<file path="src/rtl/noc_out_arbiter.sv">
// Output-port arbiter: locks one input FIFO per packet and streams its flits through a
// 2-entry credit-managed output buffer. Define NOC_ARB_RR_EN for round-robin selection.
module noc_out_arbiter #(
    parameter int DATA_WIDTH = 37,
    parameter int NUM_IN     = 4
) (
    input  logic                         clk,
    input  logic                         rst,
    input  logic [NUM_IN-1:0]            fifo_empty,
    input  logic [NUM_IN*DATA_WIDTH-1:0] fifo_data,
    output logic [NUM_IN-1:0]            fifo_rd_en,
    output logic                         out_valid,
    output logic [DATA_WIDTH-1:0]        out_data,
    input  logic                         out_ready,
    output logic [NUM_IN-1:0]            grant
);
    typedef enum logic {IDLE = 1'b0, LOCKED = 1'b1} state_t;

    state_t                state_q, state_d;
    logic [NUM_IN-1:0]     grant_q, grant_d;
    logic [1:0]            occ_q, occ_d;
    logic                  inflight_q, inflight_d;
    logic                  tail_cap_q, tail_cap_d;
    logic                  started_q;
    logic [DATA_WIDTH-1:0] head_q, head_d, next_q, next_d;
    logic [NUM_IN-1:0]     sel_onehot;
    logic                  any_req, pop, credit_ok, leaving;
    logic [DATA_WIDTH-1:0] in_data;

    assign out_valid = (occ_q != 2'd0);
    assign out_data  = head_q;
    assign grant     = grant_q;

    always_comb begin
        in_data = '0;
        for (int i = 0; i < NUM_IN; i++)
            if (grant_q[i]) in_data = fifo_data[i*DATA_WIDTH +: DATA_WIDTH];
    end

`ifdef NOC_ARB_RR_EN
    localparam int PW = $clog2(NUM_IN);
    logic [PW-1:0] ptr_q, ptr_d;

    always_comb begin
        int idx;
        idx        = 0;
        sel_onehot = '0;
        any_req    = 1'b0;
        for (int k = 0; k < NUM_IN; k++) begin
            idx = (int'(ptr_q) + k) % NUM_IN;
            if (!any_req && !fifo_empty[idx]) begin
                sel_onehot[idx] = 1'b1;
                any_req         = 1'b1;
            end
        end
    end

    // The pointer moves past the input that just finished so it goes to the back of the line.
    always_comb begin
        ptr_d = ptr_q;
        if (leaving)
            for (int i = 0; i < NUM_IN; i++)
                if (grant_q[i]) ptr_d = PW'((i + 1) % NUM_IN);
    end

    always_ff @(posedge clk or posedge rst) begin
        if (rst) ptr_q <= '0;
        else     ptr_q <= ptr_d;
    end
`else
    always_comb begin
        sel_onehot = '0;
        any_req    = ~&fifo_empty;
        for (int i = NUM_IN - 1; i >= 0; i--)
            if (!fifo_empty[i]) sel_onehot = NUM_IN'(1) << i;
    end
`endif

    // A tail captured with nothing behind it ends the lock; a flit in flight behind a tail
    // is the next packet's head from the same input, so the lock is kept for it.
    always_comb begin
        pop        = out_valid && out_ready;
        credit_ok  = ({1'b0, occ_q} + {2'b00, inflight_q}) < (3'd2 + {2'b00, pop});
        leaving    = (state_q == LOCKED) && tail_cap_q && !inflight_q;

        fifo_rd_en = '0;
        if (started_q && credit_ok) begin
            if (state_q == IDLE) fifo_rd_en = sel_onehot;
            else if (!leaving)   fifo_rd_en = grant_q & ~fifo_empty;
        end

        state_d = state_q;
        grant_d = grant_q;
        if (state_q == IDLE) begin
            if (started_q && any_req) begin
                state_d = LOCKED;
                grant_d = sel_onehot;
            end
        end else if (leaving) begin
            state_d = IDLE;
            grant_d = '0;
        end

        inflight_d = |fifo_rd_en;
        tail_cap_d = inflight_q && in_data[DATA_WIDTH-2];

        head_d = head_q;
        next_d = next_q;
        occ_d  = occ_q;
        if (pop && inflight_q) begin
            if (occ_q == 2'd2) begin
                head_d = next_q;
                next_d = in_data;
            end else begin
                head_d = in_data;
            end
        end else if (pop) begin
            head_d = next_q;
            occ_d  = occ_q - 2'd1;
        end else if (inflight_q) begin
            if (occ_q == 2'd0) head_d = in_data;
            else               next_d = in_data;
            occ_d = occ_q + 2'd1;
        end
    end

    always_ff @(posedge clk or posedge rst) begin
        if (rst) begin
            state_q    <= IDLE;
            grant_q    <= '0;
            occ_q      <= 2'd0;
            inflight_q <= 1'b0;
            tail_cap_q <= 1'b0;
            started_q  <= 1'b0;
            head_q     <= '0;
            next_q     <= '0;
        end else begin
            state_q    <= state_d;
            grant_q    <= grant_d;
            occ_q      <= occ_d;
            inflight_q <= inflight_d;
            tail_cap_q <= tail_cap_d;
            started_q  <= 1'b1;
            head_q     <= head_d;
            next_q     <= next_d;
        end
    end
endmodule

</file>
<file path="config.mk">
export PLATFORM = sky130hd
export DESIGN_NAME = noc_out_arbiter
export DESIGN_NICKNAME = d
export VERILOG_FILES = /design/src/rtl/noc_out_arbiter.sv
export SDC_FILE = /design/constraint.sdc
export NUM_CORES = 1
export LEC_CHECK = 0
export BUFFER_PORTS_ARGS = -buffer_cell sky130_fd_sc_hd__buf_2
export CAP_MARGIN = 20
export CORE_ASPECT_RATIO = 0.5
export CORE_MARGIN = 2
export CORE_UTILIZATION = 48
export CTS_BUF_LIST = sky130_fd_sc_hd__clkbuf_16
export CTS_CLUSTER_DIAMETER = 60
export DETAILED_ROUTE_END_ITERATION = 6
export PLACE_DENSITY = 0.91
export SLEW_MARGIN = 20
export SYNTH_ARGS = -nofsm -noshare
export SYNTH_HDL_FRONTEND = slang
export SYNTH_SLANG_ARGS = --single-unit
</file>
<file path="constraint.sdc">
create_clock -name clk -period 3.2 [get_ports clk]
set_clock_uncertainty 0.1 [all_clocks]
set_input_delay 0.48 -clock clk [delete_from_list [all_inputs] [get_ports clk]]
set_output_delay 0.48 -clock clk [all_outputs]
set_load 0.01 [all_outputs]
</file>
======== Word-level counts from Yosys, hierarchy flattened ========
Cells that the tools add are included.
storage, ports and cells
  bits in registers ....................... 84
  word-level logic and storage cells ...... 72
  input port bits ......................... 155
operators by class
  muxes and demuxes ....................... 29
  bitwise logic cells ..................... 3
  equality and inequality tests ........... 5
  $lt $le $gt $ge ......................... 1
  reduce and logical (&&, ||, !) cells .... 22
  add/subtract/negate cells ............... 4
operator list
  operator                                               count
  2-to-1 mux 37 bit                                      14
  2-to-1 mux 4 bit                                       10
  AND reduction 4 bit                                    2
  nonzero test 2 bit                                     4
  logical AND 1 bit                                      7
  inequality test 2 x 1 -> 1 bit, second input constant  3
  AND reduction 2 bit                                    3
  nonzero test 3 bit                                     2
  bitwise AND 4 bit                                      1
  2-to-1 mux 2 bit                                       2
  inverter 4 bit                                         1
  OR reduction 4 bit                                     1
  adder 2 x 1 -> 3 bit                                   1
  adder 2 x 1 -> 3 bit, first input constant             1
  less-than comparator 3 bit                             1
  2-to-1 mux 1 bit                                       3
  adder 2 x 1 -> 2 bit, second input constant            1
  equality test 2 bit, second input constant             1
  logical NOT 1 bit                                      2
  logical NOT 2 bit                                      1
  inequality test 2 bit, second input constant           1
  subtractor 2 x 1 -> 2 bit, second input constant       1
  inverter 1 bit                                         1

======== Depth between registers and ports, before layout ========
Gate-level depths: netlist (run 1).
  word-level depth ........................ 8
  mapped depth ............................ 11
  depth with buffers taken out ............ 7

======== Least setup slack after synthesis (run 1) ========
Ideal clock, no wire load.
  path type ............................... register to register
  start ................................... register occ_q[0]
  end ..................................... register next_q[0]
  required time ........................... 2975 ps
  library setup time ...................... 125 ps
  path slack .............................. 590 ps
  buffers on the path ..................... 2
  cell stages (with the launch flop) ...... 8
  arrival ................................. 2386 ps
  clock period less this slack ............ 2610 ps
  path through ............................ dfrtp_1 > buf_4 > o21ai_0 > inv_1 > ha_1 > a2111oi_4 > buf_6 > mux2_2
between the ends
  cells in the longest elaborated chain, start to end .. 5
ends and longest elaborated chain
  what                                                                           RTL line  RTL
  start: declaration                                                             21        logic [1:0] occ_q, occ_d;
  start signal: assignment                                                       131       occ_q <= 2'd0;
  start signal: assignment                                                       140       occ_q <= occ_d;
  nonzero test 2 bit                                                             30        assign out_valid = (occ_q != 2'd0);
  logical AND 1 bit                                                              82        pop = out_valid && out_ready;
  logical AND 1 bit                                                              110       if (pop && inflight_q) begin
  inequality test 2 x 1 -> 1 bit (no source line), or another cell as far along  n/a
  AND reduction 4 bit (no source line)                                           n/a
  end signal: assignment                                                         145       next_q <= next_d;
  end: declaration                                                               25        logic [DATA_WIDTH-1:0] head_q, head_d, next_q, next_d;
Parallel ways exist; a longest one is shown, timed or not.
A chain may end at the register's enable or synchronous reset.

======== Final worst setup path (run 1) ========
  start ................................... register occ_q[0]
  end ..................................... register head_q[4], in the netlist out_data[4]
between the ends
  cells in the longest elaborated chain, start to end .. 5
ends and longest elaborated chain
  what                                  RTL line  RTL
  nonzero test 2 bit                    30
  logical AND 1 bit                     82
  logical AND 1 bit                     110
  nonzero test 3 bit (no source line)   n/a
  AND reduction 2 bit (no source line)  n/a
  end signal: assignment                135       head_q <= '0;
  end signal: assignment                144       head_q <= head_d;
  end: declaration                      25
Parallel ways exist; a longest one is shown, timed or not.

==> reports/results.ini, run 1 <==
[run_status]
outcome = complete, no violations

[sta]
timing.slew.headroom = 0.468
period_needed_ns = 2.92
tcrit_tclk_final = 0.912
setup_viol_count_final = 0
clock.fmax_mhz = 342
drv_slew = 0
transition_at_the_pin_with_the_smallest_max_transition_slack_ns = 0.798
hold_ws_ns = 0.113
timing_hold_violations_final = 0
rsz_0062_raised_after_global_routing = no
fin_setup_tns_ns = 0

[route]
avgViaCountPerCell = 6.06
avgRoutedWirePerCell_um = 18.5
routed-via-count = 4557
route.antenna.remaining_nets = 0
drtIter0Drc = 398
drt-total-wl_um = 13900
post-route-drc-count = 0
drt_pass1_iterations = 5

[worst_setup_path]
cp_data_arrival_time_ns = 3.07
crit-reg2reg-launch = occ_q[0]$_DFFE_PP0P_
cp_max_fo = 74
setup.worst_path.class = register to register
crit_path_start_kind = register
worstSetupEndpointType = register
crit_path_max_delay_cell_type = sky130_fd_sc_hd__dfrtp_1
slowest_delay_ns = 0.54
cp.required_ns = 3.35
crit_chain = o21ai_0, inv_1, ha_1, nor2_1, a211oi_4, buf_12, or3_1, a2bb2oi_1
crit_start = occ_q[0]$_DFFE_PP0P_

[clock_network]
cts_hold_repair.buffers = 0
cts-root-buf = sky130_fd_sc_hd__clkbuf_16
cts-buffers-inserted = 9
cts.sinks = 84
post_cts_buffers = 0
cts_buffer_depth = 2
cts.reportedPaths.clkPinSlew_ns = 0.06
cts_resized = 0
clk-insertion-delay-late_ns = 0.34
htree_levels = 3
cts_tree = yes

[yosys]
netlist_top_cells_area = sky130_fd_sc_hd__dfrtp_1 46%, sky130_fd_sc_hd__mux2_2 9.6%, sky130_fd_sc_hd__a2bb2oi_1 7.1%
synth.yosys.seq_area_share = 0.460
dominantRegCellSynth = sky130_fd_sc_hd__dfrtp_1
yosys_warnings = 0
ys_seq_elements = 84
syn_nets = 601
synth.lib_cells_used.distinct = 42
synth_largest_type_area_fraction = 0.460
synthArstFlopShare = 1.00
cell_area_after_synthesis_um2 = 4570
avgSynthCellArea_um2 = 10.3
syn_inst = 442
synth-edff-count = 0
netlist.top_cell.by_area = sky130_fd_sc_hd__dfrtp_1

[floorplan]
placementRows = 25
dieWidth_um = 142
fp.coreArea_um2 = 9350
die_height_um = 73
io_pins = 201
die_area_um2 = 10400
initial_core_util = 0.489

[pwr]
power.ir.vdd_worst_mv = 0.350
ratio_of_total_power_to_cell_area_nw_per_um2 = 866
p_leak_nw = 2.85
fin_total_pwr_mw = 5.13

[global_route]
antenna_found_initial = 0
groute.layer.met3.usage = 0.0656
track_usage = 0.268
grt_most_used_layer = met2
met2_grt_util = 0.448
globalRouteMet1Util = 0.343
global_route.overflow_total = 0
first_global_vias = 4570
grt_pass1_wl_um = 22000
grt_max_degree = 75

[placed_design]
detailedPlacementHpwl_um = 9520
placedCellCount = 737
port-buffer-count = 200
routability_congestion_estimate_from_global_placement = 0.834

[cells_and_area]
area.growth.synth_to_final_pct = 29.6
finalNetCount = 786
utilization_after_layout = 0.633
layout.cells.non_filler = 752
ff_latch_area_um2 = 2100
multi_input_comb_area_um2 = 2270
fillerInstances = 746
drive_gt1_frac = 0.428
antenna_cells_inserted = 0

[worst_hold_path]
hold_path.class = primary input to asynchronous set/reset pin

[run]
timing.max_cap.violations = 0

## state kept, by name, summed over array words and instances, names as in the netlist
signal,cells
grant,4
inflight_q,1
next_q,37
occ_q,2
out_data,37
started_q,1
state_q,1
tail_cap_q,1
## where the power goes
| group | internal (mW) | switching, mW | total [mW] |
|---|---|---|---|
| combinational | 1.14 | 1.29 | 2.44 |
| clock | 0.506 | 0.396 | 0.902 |
| sequential | 1.48 | 0.308 | 1.79 |
## cells in the final DEF, fill, tap and decap left out, types with 3 or more instances in the layout
| cell | instances |
|---|---|
| sky130_fd_sc_hd__nor3_1 | 3 |
| sky130_fd_sc_hd__buf_12 | 3 |
| sky130_fd_sc_hd__a221oi_1 | 35 |
| sky130_fd_sc_hd__buf_4 | 8 |
| sky130_fd_sc_hd__a21oi_1 | 39 |
| sky130_fd_sc_hd__o21ai_0 | 4 |
| sky130_fd_sc_hd__a2bb2oi_1 | 37 |
| sky130_fd_sc_hd__inv_1 | 8 |
| sky130_fd_sc_hd__clkbuf_16 | 9 |
| sky130_fd_sc_hd__clkinv_1 | 4 |
| sky130_fd_sc_hd__ha_1 | 4 |
| sky130_fd_sc_hd__a31oi_1 | 5 |
| sky130_fd_sc_hd__buf_2 | 200 |
| sky130_fd_sc_hd__dfrtp_1 | 84 |
| sky130_fd_sc_hd__mux2_2 | 39 |
| sky130_fd_sc_hd__nand2b_1 | 3 |
| sky130_fd_sc_hd__or3_1 | 35 |
| sky130_fd_sc_hd__o22ai_1 | 36 |
| sky130_fd_sc_hd__nor2_1 | 46 |
## worst paths after layout
| check | endpoint | slack, ns | depth (start not counted) |
|---|---|---|---|
| worst min register to register | next_q[22]$_DFFE_PP0P_ | 0.40 | 1 |
| worst max register to register | out_data[4]$_DFFE_PP0P_ | 0.28 | 8 |
| worst min-delay path | next_q[13]$_DFFE_PP0P_ | 0.11 | 2 |
| max in group asynchronous | out_data[3]$_DFFE_PP0P_ | 2.21 | 3 |
| min in group clk | occ_q[1]$_DFFE_PP0P_ | 0.40 | 3 |
| worst max-delay path | out_data[4]$_DFFE_PP0P_ | 0.28 | 8 |
## metrics by stage
step           setup WS, ns  cell area, um^2
2_1_floorplan         0.455             4570
5_1_grt               0.155             5920
3_3_place_gp          0.501             5680
6_report              0.280             5920
3_5_place_dp          0.359             5680
4_1_cts               0.307             5920
## layer usage
layer | share of wire | wire length (um) | vias to the layer above
met4 | 0.024 | 337 | 0
li1 | - | - | 2084
met1 | 0.41 | 5770 | 2266
met5 | 0 | 0 | -
met3 | 0.058 | 803 | 38
met2 | 0.50 | 7030 | 169
## worst max-delay path, delay by kind of cell (launching register included)
family                   cells  cell delay (ns)
AND/OR/NAND/NOR              2             0.64
buffers and inverters        2             0.43
AO/OA/AOI/OAI                3             0.76
adder cells (fa/ha/maj)      1             0.33
flip-flops                   1             0.54
## synth_stat cells, types with 2 or more instances
master,n
sky130_fd_sc_hd__clkbuf_1,11
sky130_fd_sc_hd__nand2_1,2
sky130_fd_sc_hd__nor2_1,46
sky130_fd_sc_hd__or3_1,35
sky130_fd_sc_hd__o22ai_1,36
sky130_fd_sc_hd__a221oi_1,35
sky130_fd_sc_hd__nor3_1,3
sky130_fd_sc_hd__o21ai_0,4
sky130_fd_sc_hd__a2bb2oi_1,37
sky130_fd_sc_hd__buf_2,18
sky130_fd_sc_hd__a21oi_1,39
sky130_fd_sc_hd__dfrtp_1,84
sky130_fd_sc_hd__a31oi_1,5
sky130_fd_sc_hd__buf_4,4
sky130_fd_sc_hd__buf_6,3
sky130_fd_sc_hd__or2_2,2
sky130_fd_sc_hd__mux2_1,2
sky130_fd_sc_hd__nand2b_1,3
sky130_fd_sc_hd__ha_1,4
sky130_fd_sc_hd__mux2_2,39
sky130_fd_sc_hd__nand3b_1,2
sky130_fd_sc_hd__inv_1,8
## area by class of cell
| class | instances | share of cell area |
|---|---|---|
| Multi-Input combinational cell | 312 | 0.382 |
| Sequential cell | 84 | 0.355 |
| Timing Repair Buffer | 211 | 0.189 |
| Clock buffer | 9 | 0.0380 |
| Tap cell | 121 | 0.0256 |
| Inverter | 9 | 0.00591 |
| Clock inverter | 6 | 0.00401 |
## kinds of logic (layout without fill, tap and decap cells)
group                    after synthesis  after routing  synth area share
multiplexers                          41             41             0.101
flip-flops                            84             84             0.460
other                                  1              1          0.000820
AND/OR/NAND/NOR                       99             99             0.111
adder cells (fa/ha/maj)                4              4            0.0110
AO/OA/AOI/OAI                        166            166             0.264
XOR/XNOR                               1              1           0.00192
buffers and inverters                 46            235            0.0509
Power figures use the tool's default switching activity.
==> inputs of run 2 (changes only) <==
- CORE_UTILIZATION: 48 -> 45
- PLACE_DENSITY: 0.91 -> 0.87
==> reports/results.ini, run 2 (same netlist as run 1, synthesis figures left out) <==
[sta]
transition_at_the_pin_with_the_smallest_max_transition_slack_ns = 0.872
timing_hold_violations_final = 0
rsz_0062_raised_after_global_routing = no
period_needed_ns = 2.89
setup_viol_count_final = 0
tcrit_tclk_final = 0.903
fin_setup_tns_ns = 0
clock.fmax_mhz = 346
timing.slew.headroom = 0.416
drv_slew = 0

[global_route]
grt_pass1_wl_um = 21100
track_usage = 0.245
first_global_vias = 4360
grt_max_degree = 75
antenna_found_initial = 0
global_route.overflow_total = 0

[worst_setup_path]
setup.worst_path.class = register to register
cp.required_ns = 3.33
cp_data_arrival_time_ns = 3.02
cp_max_fo = 37
crit_chain = o21ai_0, inv_1, ha_1, a2111oi_4, buf_12, mux2_2
crit_path_start_kind = register
crit_path_max_delay_cell_type = sky130_fd_sc_hd__dfrtp_1
slowest_delay_ns = 0.53
worstSetupEndpointType = register

[worst_hold_path]
hold_path.class = primary input to asynchronous set/reset pin

[cells_and_area]
stdcell_area_um2 = 5920
most-common-layout-cells = 200 x sky130_fd_sc_hd__buf_2, 84 x sky130_fd_sc_hd__dfrtp_1, 46 x sky130_fd_sc_hd__nor2_1
finalNetCount = 785
multi_input_comb_area_um2 = 2270
antenna_cells_inserted = 0
utilization_after_layout = 0.613
layout.cells.most_common = sky130_fd_sc_hd__buf_2
fillerInstances = 797
area.growth.synth_to_final_pct = 29.6
ff_latch_area_um2 = 2100
drive_gt1_frac = 0.429

[pwr]
ratio_of_total_power_to_cell_area_nw_per_um2 = 862
power.ir.vdd_worst_mv = 0.401
p_leak_nw = 2.85

[placed_design]
port-buffer-count = 200
placed_area_um2 = 5670
routability_congestion_estimate_from_global_placement = 0.790
detailedPlacementHpwl_um = 9480

[clock_network]
cts.reportedPaths.clkPinSlew_ns = 0.06
cts-buffers-inserted = 9
htree_levels = 3
cts_hold_repair.buffers = 0
cts.sinks = 84
cts-root-buf = sky130_fd_sc_hd__clkbuf_16
post_cts_buffers = 0
cts_buffer_depth = 2
cts_tree = yes
clk-insertion-delay-late_ns = 0.35
cts_resized = 0

[run]
timing.max_cap.violations = 0

[route]
post-route-drc-count = 0
drtIter0Drc = 369
drt-total-wl_um = 13700
avgRoutedWirePerCell_um = 17.9
routed-via-count = 4489
avgViaCountPerCell = 5.87
drt_pass1_iterations = 5
route.antenna.remaining_nets = 0

[floorplan]
placementRows = 25
die_area_um2 = 11000
die_height_um = 75.3
fp.coreArea_um2 = 9670
io_pins = 201
dieWidth_um = 147
initial_core_util = 0.473

[run_status]
outcome = complete, no violations

==> run 2: changes by cell type in the layout (fill, tap and decap cells not counted) <==
| cell | delta |
|---|---|
| sky130_fd_sc_hd__buf_12 | -1 |
| sky130_fd_sc_hd__clkinv_1 | -2 |
| sky130_fd_sc_hd__clkinv_2 | +1 |
| sky130_fd_sc_hd__inv_1 | +1 |
==> run 2: final timing paths <==
kind	startpoint	end	slack, ns	cells past startpoint
setup / recovery	occ_q[0]$_DFFE_PP0P_	next_q[7]$_DFFE_PP0P_	0.31	6
hold reg to reg	next_q[22]$_DFFE_PP0P_	next_q[22]$_DFFE_PP0P_	0.39	1
hold / removal	rst	out_data[15]$_DFFE_PP0P_	0.19	2
min in group clk	next_q[22]$_DFFE_PP0P_	next_q[22]$_DFFE_PP0P_	0.39	1
max in group asynchronous	rst	next_q[20]$_DFFE_PP0P_	2.03	3
setup reg to reg	occ_q[0]$_DFFE_PP0P_	next_q[7]$_DFFE_PP0P_	0.31	6
==> run 2: area by class of cell <==
class / instances / share of cell area
Multi-Input combinational cell: 312 / 0.383
Sequential cell: 84 / 0.355
Timing Repair Buffer: 210 / 0.186
Clock buffer: 9 / 0.0380
Tap cell: 135 / 0.0285
Inverter: 9 / 0.00591
Clock inverter: 6 / 0.00422
==> run 2: layer usage <==
metal,up-vias,share of wire,wire length (um),GRT usage
met5,-,0,0,0
met4,0,0.022,305,0.109
met3,32,0.056,768,0.0648
met2,162,0.51,6910,0.423
met1,2213,0.42,5700,0.300
li1,2082,-,-,-
==> run 2: stage by stage <==
step / instances / power [mW] / hold slack [ns] / setup WS, ns
after floorplan: 442 / 3.40 / 0.358 / 0.455
after global placement: 750 / 4.08 / 0.370 / 0.475
after detailed placement: 750 / 4.20 / 0.384 / 0.358
after CTS: 765 / 5.13 / 0.204 / 0.338
after global routing: 765 / 5.44 / 0.249 / 0.161
final: 765 / 5.11 / 0.188 / 0.310
==> run 2: critical path, delay by kind of cell (launching register included) <==
family	cells	cell delay, ns
buf+inv	2	0.48
mux	1	0.37
fa+ha+maj	1	0.33
compound gates	2	0.94
flops	1	0.53
==> run 2: power by group <==
group,internal (mW),switching (mW)
Combinational,1.13,1.30
Clock,0.507,0.409
Sequential,1.48,0.274
==> inputs of run 3 (changes only) <==
- PLACE_DENSITY: 0.87 -> 0.86
- clock period: 3.2 -> 3.3 ns (I/O delays scaled with it)
==> reports/results.ini, run 3 (same netlist as run 1, synthesis figures left out) <==
[run_status]
outcome = complete, no violations

[worst_setup_path]
timing.reg2reg.worst_path_depth = 6
slowest_delay_ns = 0.52
cp_max_fo = 37
crit_path_start_kind = register
setup.worst_path.class = register to register
cp.required_ns = 3.42
r2r_end = next_q[14]$_DFFE_PP0P_
r2r_setup_slack_ns = 0.42
crit_start = occ_q[0]$_DFFE_PP0P_
crit-reg2reg-launch = occ_q[0]$_DFFE_PP0P_
crit_chain = o21ai_0, inv_1, ha_1, a2111oi_4, buf_12, mux2_2
cp_data_arrival_time_ns = 2.99
crit_path_max_delay_cell_type = sky130_fd_sc_hd__dfrtp_1
worstSetupEndpointType = register

[global_route]
grt_pass1_wl_um = 21200
antenna_found_initial = 0
first_global_vias = 4305
global_route.overflow_total = 0
grt_max_degree = 85
track_usage = 0.244

[cells_and_area]
fillerInstances = 779
finalNetCount = 786
area.growth.synth_to_final_pct = 30.1
most-common-layout-cells = 200 x sky130_fd_sc_hd__buf_2, 84 x sky130_fd_sc_hd__dfrtp_1, 46 x sky130_fd_sc_hd__nor2_1
antenna_cells_inserted = 0
layout.cells.most_common = sky130_fd_sc_hd__buf_2
drive_gt1_frac = 0.427

[sta]
rsz_0062_raised_after_global_routing = no
timing_hold_violations_final = 0
tcrit_tclk_final = 0.872
drv_slew = 0
setup_viol_count_final = 0
period_needed_ns = 2.88
timing.slew.headroom = 0.455
fin_setup_tns_ns = 0
clock.fmax_mhz = 348
transition_at_the_pin_with_the_smallest_max_transition_slack_ns = 0.814

[route]
drt-total-wl_um = 13400
route.antenna.remaining_nets = 0
routed-via-count = 4452
drtIter0Drc = 301
avgRoutedWirePerCell_um = 17.5
post-route-drc-count = 0
avgViaCountPerCell = 5.80
drt_pass1_iterations = 5

[pwr]
power.ir.vdd_worst_mv = 0.354
ratio_of_total_power_to_cell_area_nw_per_um2 = 830
fin_total_pwr_mw = 4.94
p_leak_nw = 2.86

[clock_network]
cts-root-buf = sky130_fd_sc_hd__clkbuf_16
cts_buffer_depth = 2
post_cts_buffers = 0
cts.reportedPaths.clkPinSlew_ns = 0.06
htree_levels = 3
cts_hold_repair.buffers = 0
cts_tree = yes
cts_resized = 0
clk-insertion-delay-late_ns = 0.33
cts.sinks = 84
cts-buffers-inserted = 9

[run]
timing.max_cap.violations = 0

[placed_design]
detailedPlacementHpwl_um = 9310
routability_congestion_estimate_from_global_placement = 0.808
port-buffer-count = 200

[floorplan]
fp.coreArea_um2 = 9670
die_height_um = 75.3
initial_core_util = 0.473
placementRows = 25
dieWidth_um = 147
io_pins = 201
die_area_um2 = 11000

[worst_hold_path]
hold_path.class = primary input to asynchronous set/reset pin

==> run 3: changes by cell type in the layout (fill, tap and decap cells not counted), sizes merged <==
cell	before	now
buf	210	211
inv	10	11
==> run 3: per-stage QoR <==
stage | instances | hold slack (ns) | worst slack (ns) | instance area [um^2] | utilization
after floorplan | 442 | 0.358 | 0.540 | 4570 | -
after global placement | 751 | 0.370 | 0.585 | 5690 | 0.589
after detailed placement | 751 | 0.382 | 0.436 | 5690 | 0.589
after CTS | 767 | 0.162 | 0.419 | 5950 | 0.615
after global routing | 767 | 0.204 | 0.261 | 5950 | 0.615
final | 767 | 0.133 | 0.423 | 5950 | 0.615
==> run 3: metal layers <==
metal	vias to the layer above	wire length, um	GRT usage
li1	2087	-	-
met1	2210	5580	0.301
met2	140	6950	0.434
met3	15	670	0.0527
met4	0	183	0.0949
met5	-	0	0
==> run 3: worst max-delay path: cells and delay by family (launching register included) <==
family          cells  cell delay (ns)
compound gates      2             0.93
fa+ha+maj           1             0.33
buf+inv             2             0.47
flops               1             0.52
mux                 1             0.37
==> run 3: how the worst max path moves through the flow <==
stage	endpoint	slack, ns
3_5_place_dp	next_q[5]$_DFFE_PP0P_	0.44
6_report	next_q[14]$_DFFE_PP0P_	0.42
4_1_cts	next_q[12]$_DFFE_PP0P_	0.42
2_1_floorplan	grant[0]$_DFFE_PP0P_	0.54
3_3_place_gp	next_q[4]$_DFFE_PP0P_	0.58
5_1_grt	next_q[5]$_DFFE_PP0P_	0.26
==> run 3: where the power goes <==
group          internal (mW)  switching [mW]
Sequential              1.44           0.267
Clock                  0.492           0.379
Combinational           1.11            1.25
Total                   3.04            1.90
==> run 3: area by class of cell <==
type | instances | area [um^2] | area share
multi-input cells | 312 | 2270 | 0.381
flip-flops and latches | 84 | 2100 | 0.354
repair buffers | 211 | 1120 | 0.189
clock buffers | 9 | 225 | 0.0379
well taps | 135 | 169 | 0.0284
inverters | 9 | 35.0 | 0.00589
clock inverters | 7 | 27.5 | 0.00463
